`config.mk`:
```
export PLATFORM = sky130hd
export DESIGN_NAME = soft_rst_requester
export DESIGN_NICKNAME = d
export VERILOG_FILES = /design/src/rtl/soft_rst_requester.sv
export SDC_FILE = /design/constraint.sdc
export NUM_CORES = 1
export LEC_CHECK = 0
export ABC_AREA = 1
export ABC_CLOCK_PERIOD_IN_PS = 2600
export CAP_MARGIN = 20
export CORE_ASPECT_RATIO = 2
export CORE_MARGIN = 5
export CORE_UTILIZATION = 45
export CTS_BUF_LIST = sky130_fd_sc_hd__clkbuf_2
export CTS_CLUSTER_SIZE = 28
export DETAILED_ROUTE_END_ITERATION = 6
export GPL_TIMING_DRIVEN = 0
export PLACE_DENSITY = 0.72
export RECOVER_POWER = 100
export SETUP_SLACK_MARGIN = 0.3
export SLEW_MARGIN = 40
export SYNTH_ARGS = -nofsm -noshare
export SYNTH_HDL_FRONTEND = slang
export SYNTH_SLANG_ARGS = --single-unit
```
`constraint.sdc`:
```
create_clock -name clk_200m -period 2.6 [get_ports clk_200m]
set_input_delay 0.78 -clock clk_200m [delete_from_list [all_inputs] [get_ports clk_200m]]
set_output_delay 0.78 -clock clk_200m [all_outputs]
set_load 0.005 [all_outputs]
```
`src/rtl/soft_rst_requester.sv`:
```
// Soft-reset requester: merges edge-triggered requests into one HOLD_CYC pulse and waits for the 125 MHz domain to enter and then leave reset.
// Optional lock-loss monitor is built only when SOFT_RST_LOCK_MON_EN is defined.
module soft_rst_requester #(
    parameter int NUM_SRC      = 4,
    parameter int HOLD_CYC     = 64,
    parameter int TIMEOUT_CYC  = 200000,
    parameter int COOLDOWN_CYC = 2000
) (
    input  logic               clk_200m,
    input  logic               rst_200m,
    input  logic [NUM_SRC-1:0] req_in,
    input  logic               rst_125m_sync,
    input  logic               mmcm_locked,
    output logic               soft_rst_req,
    output logic               busy,
    output logic [NUM_SRC:0]   last_cause,
    output logic               timeout_flag,
    output logic [15:0]        req_count
);

    localparam int MAX_HT  = (HOLD_CYC > TIMEOUT_CYC) ? HOLD_CYC : TIMEOUT_CYC;
    localparam int MAX_CYC = (MAX_HT > COOLDOWN_CYC) ? MAX_HT : COOLDOWN_CYC;
    localparam int CNT_W   = (MAX_CYC > 1) ? $clog2(MAX_CYC) : 1;

    localparam logic [CNT_W-1:0] HOLD_LAST     = CNT_W'(HOLD_CYC - 1);
    localparam logic [CNT_W-1:0] TIMEOUT_LAST  = CNT_W'(TIMEOUT_CYC - 1);
    localparam logic [CNT_W-1:0] COOLDOWN_LAST = CNT_W'(COOLDOWN_CYC - 1);

    typedef enum logic [1:0] {S_IDLE, S_ASSERT, S_WAIT_ACK, S_COOLDOWN} state_t;

    state_t             state, state_nx;
    logic [CNT_W-1:0]   cnt, cnt_nx;
    logic [NUM_SRC:0]   pending, pending_nx, last_cause_nx, req_edge;
    logic [NUM_SRC-1:0] req_in_d1;
    logic               seen_hi, seen_hi_nx, timeout_nx;
    logic [15:0]        req_count_nx;
    logic               lock_fall, lock_ok;

`ifdef SOFT_RST_LOCK_MON_EN
    logic lock_meta, lock_sync, lock_d1;

    always_ff @(posedge clk_200m) begin
        if (rst_200m) begin
            lock_meta <= 1'b0;
            lock_sync <= 1'b0;
            lock_d1   <= 1'b0;
        end else begin
            lock_meta <= mmcm_locked;
            lock_sync <= lock_meta;
            lock_d1   <= lock_sync;
        end
    end

    assign lock_fall = lock_d1 & ~lock_sync;
    assign lock_ok   = lock_sync;
`else
    logic unused_mmcm_locked;
    assign unused_mmcm_locked = mmcm_locked;
    assign lock_fall          = 1'b0;
    assign lock_ok            = 1'b1;
`endif

    assign req_edge = {lock_fall, req_in & ~req_in_d1};

    always_comb begin
        state_nx      = state;
        cnt_nx        = cnt + 1'b1;
        pending_nx    = pending | req_edge;
        last_cause_nx = last_cause;
        seen_hi_nx    = seen_hi;
        timeout_nx    = timeout_flag;
        req_count_nx  = req_count;
        case (state)
            S_IDLE: begin
                cnt_nx = '0;
                if (pending != '0 && lock_ok) begin
                    state_nx      = S_ASSERT;
                    last_cause_nx = pending;
                    pending_nx    = req_edge;
                end
            end
            S_ASSERT: begin
                if (cnt == HOLD_LAST) begin
                    state_nx   = S_WAIT_ACK;
                    cnt_nx     = '0;
                    seen_hi_nx = 1'b0;
                end
            end
            S_WAIT_ACK: begin
                if (rst_125m_sync) seen_hi_nx = 1'b1;
                // ack is checked first so it wins over a coincident timeout
                if (seen_hi && !rst_125m_sync) begin
                    state_nx = S_COOLDOWN;
                    cnt_nx   = '0;
                    if (req_count != 16'hFFFF) req_count_nx = req_count + 16'd1;
                end else if (cnt == TIMEOUT_LAST) begin
                    state_nx   = S_COOLDOWN;
                    cnt_nx     = '0;
                    timeout_nx = 1'b1;
                end
            end
            S_COOLDOWN: begin
                if (cnt == COOLDOWN_LAST) begin
                    state_nx = S_IDLE;
                    cnt_nx   = '0;
                end
            end
            default: state_nx = S_IDLE;
        endcase
    end

    // outputs decoded from next state and registered, so the reset line never glitches
    always_ff @(posedge clk_200m) begin
        if (rst_200m) begin
            state        <= S_IDLE;
            cnt          <= '0;
            pending      <= '0;
            req_in_d1    <= req_in;
            seen_hi      <= 1'b0;
            last_cause   <= '0;
            timeout_flag <= 1'b0;
            req_count    <= '0;
            soft_rst_req <= 1'b0;
            busy         <= 1'b0;
        end else begin
            state        <= state_nx;
            cnt          <= cnt_nx;
            pending      <= pending_nx;
            req_in_d1    <= req_in;
            seen_hi      <= seen_hi_nx;
            last_cause   <= last_cause_nx;
            timeout_flag <= timeout_nx;
            req_count    <= req_count_nx;
            soft_rst_req <= (state_nx == S_ASSERT);
            busy         <= (state_nx != S_IDLE);
        end
    end

endmodule

```
==> results.md <==
* Clock Latency Late Sink at roughly 0.44 ns
* Final TNS setup at 0 ns
* Final Cycle Share at between 80% and 90%
* CP Data Required Time at approximately 1.8 ns
* Worst vdd ir at 0.000452 V
* Non-filler cells, final at 439
* Async SR Flop Fraction at 0%
* Buf+Inv Stages, Crit Path at 1
* WL final at 5910 µm
* Commonest cells post-synth: nand2_1, nor2_1, dfxtp_1
* PD cells at approximately 440 nW/µm²
* Ys flop type: dfxtp_1
* Initial antenna violation count at 0
* Status: finished, final reports clean
* Family with the most delay on the worst path: buffers and inverters
* Post-Syn Nets at between 300 and 400
* RSZ-0062 raised after global routing: false
* CP max-delay cell: dlygate4sd3_1
* Hold EP: pending[3]
* Synthesis-stage register bit count at 52
* Clock Sinks at 52
* Fin Clk Skew at 0.0139 ns
* Largest net degree at the start of global routing at 15
* Worst Hold Depth at 1
* Sw power at between 0.3 and 0.4 mW
* DR vias/cell at ~5.2
* Ports at 32
* Hold path start: req_in_d1[3]
* Arr. time, crit path at approximately 1.5 ns
* Residual DRC at 0
* Clk buf depth at 2
* Setup Fix Bufs, Post-CTS at 0
* First-pass GRT wire length at roughly 9900 µm
* Vias post-DR at 2,292
* CTS tree: done
* Pleak at around 1.1 nW
* Max stage delay on crit path at about 0.60 ns
* Final Slew Violations at 0
* Layout cells sized above 1 at between 4 and 5%
* Crit-path cells: dlygate4sd3_1
* Utilization after layout at a little over half
* Sequential Power Share at roughly two thirds
* Worst slew pin tran at ~0.54 ns
* Detailed placer's ending HPWL at around 4600 µm
* PnR worst setup slack at ~0.32 ns
* Synth area leaders: dfxtp_1, nand2_1, nor2_1
* Synth top area share at 42.5%
* Mapped cell area at 2450 µm²
* DR WL/cell at 13.5 µm
* Seq/Total Area, Yosys at between 40% and 50%
* Number of max-cap violations at 0
* Port bufs at 28
* Initial Utilization at 45.6%
* Pre-CTS setup slack at approximately 0.25 ns
* Total congestion overflow at 0
* Placed insts at ~430
* Syn avg cell area at 7.14 µm²
* DR pass1 iterations at 4
* Clock root buffer: clkbuf_2
* Cts bufs inserted at 5
* Setup crit end kind: output port
* Pwr Total at 1.25 mW
* ANT nets after route at 0
* Area Overhead vs Synth at 14.6%
* Reg clk slew, reported paths at 0.23 ns
* Clock power share at between 20% and 30%
* Synth cell types at 30
* DR iter-0 viols at 56
* Die Y at 114 µm
* Critical Path Stages at 1
* Yosys warnings at 0
* Tot GR Track Use at ~17%
* Setup slack, reg-to-reg at 0.37 ns
* Sw frac at between 20% and 30%
* Hold Crit Class: reg2reg
* Worst flop-to-flop path startpoint: req_count[0]
* GPL Wtd Cong at about 0.97
* Worst r2r path cells at 9
* Max FO, Critical Path at 5
* Setup violators final at 0
* R2r endpoint: req_count[12]
* Final hold vios at 0
* Max transition margin at a little under two thirds
* Die footprint at between 7000 and 8000 µm²
* EDFF count, synth at 0
* Pint at a little over 0.9 mW
* Largest area contributor in the netlist: dfxtp_1
* Max frequency at 438 MHz
* Synth Instances at between 300 and 400
* Min Clock Period, post-route at between 2 and 2.5 ns
* Top-count cell post-synth: nand2_1
* CP Class: reg2out
* Vias in the first global route at about 2,300
* Rows at 38
* # diodes at 0
* Width of the die at slightly above 60 µm
* Logic pwr share at just under 8%
* Fin nets at 388
* Core area at approximately 5400 µm²
* H-tree Lvls at 2
* Crit start category: register
repair_timing:
item	CTS	global route
hold buffers	0	0
gates resized for setup	0	6
endpoints found under the setup margin	0	6
worst max-delay path by stage:
stage,start,end
global placement,rst_125m_sync,req_count[4]
finish,req_count[0],req_count[0]
floorplan,rst_125m_sync,req_count[9]
detailed placement,rst_125m_sync,req_count[5]
global route,req_count[0],req_count[0]
CTS,req_count[0],req_count[0]
layout make-up:
type,count,area (µm²)
fill,532,2570
tap,60,75.1
buffer,8,37.5
clock buffer,7,35.0
timing repair buffer,28,280
inverter,45,169
sequential,52,1040
clock inverter,1,3.75
multi-input combinational,238,1160
placed cells by master, fill, tap and decap left out, types with 10 or more instances in the layout:
cell	Yosys	routed
nand2_1	78	79
dfxtp_1	52	52
nor3_1	11	11
nor2_1	53	54
nand3_1	19	20
a21oi_1	16	16
o21ai_0	11	11
inv_1	44	45
dlygate4sd3_1	0	22
xor2_1	10	10
per-stage QoR:
step	instance area, µm²	hold slack, ns
floorplan	2450	0.411
global placement	2800	0.415
detailed placement	2800	0.420
CTS	2840	0.448
global route	2810	0.470
finish	2810	0.443
routing by layer:
layer  global-route usage, %  wire length (µm)
met1                    15.8              2080
met3                    4.03               208
met4                    9.41               230
met5                       0                 0
met2                    33.9              3390
sequential cells by signal, summed over array words and instances, names as in the netlist:
name	flops
cnt	18
req_count	16
last_cause	4
pending	4
req_in_d1	4
state	2
busy	1
seen_hi	1
soft_rst_req	1
timeout_flag	1
logic make-up (layout without fill, tap and decap cells):
| group | after synthesis | after routing | synth area share, % |
|---|---|---|---|
| xor gates and xnor gates | 16 | 16 | 5.72 |
| buffers and inverters | 53 | 89 | 9.35 |
| other | 1 | 1 | 0.153 |
| DFF | 52 | 52 | 42.5 |
| adders and majority gates | 2 | 2 | 1.02 |
| AOI/OAI and AO/OA | 35 | 35 | 8.23 |
| and+or+nand+nor | 184 | 184 | 33.0 |
power by group through the flow:
stage | Combinational [mW] | Sequential [mW] | Clock (mW)
global route | 0.111 | 0.838 | 0.365
finish | 0.0973 | 0.833 | 0.316
detailed placement | 0.110 | 0.850 | 0
CTS | 0.110 | 0.835 | 0.331
floorplan | 0.0584 | 0.849 | 0
global placement | 0.107 | 0.850 | 0
Power figures use the tool's default switching activity.
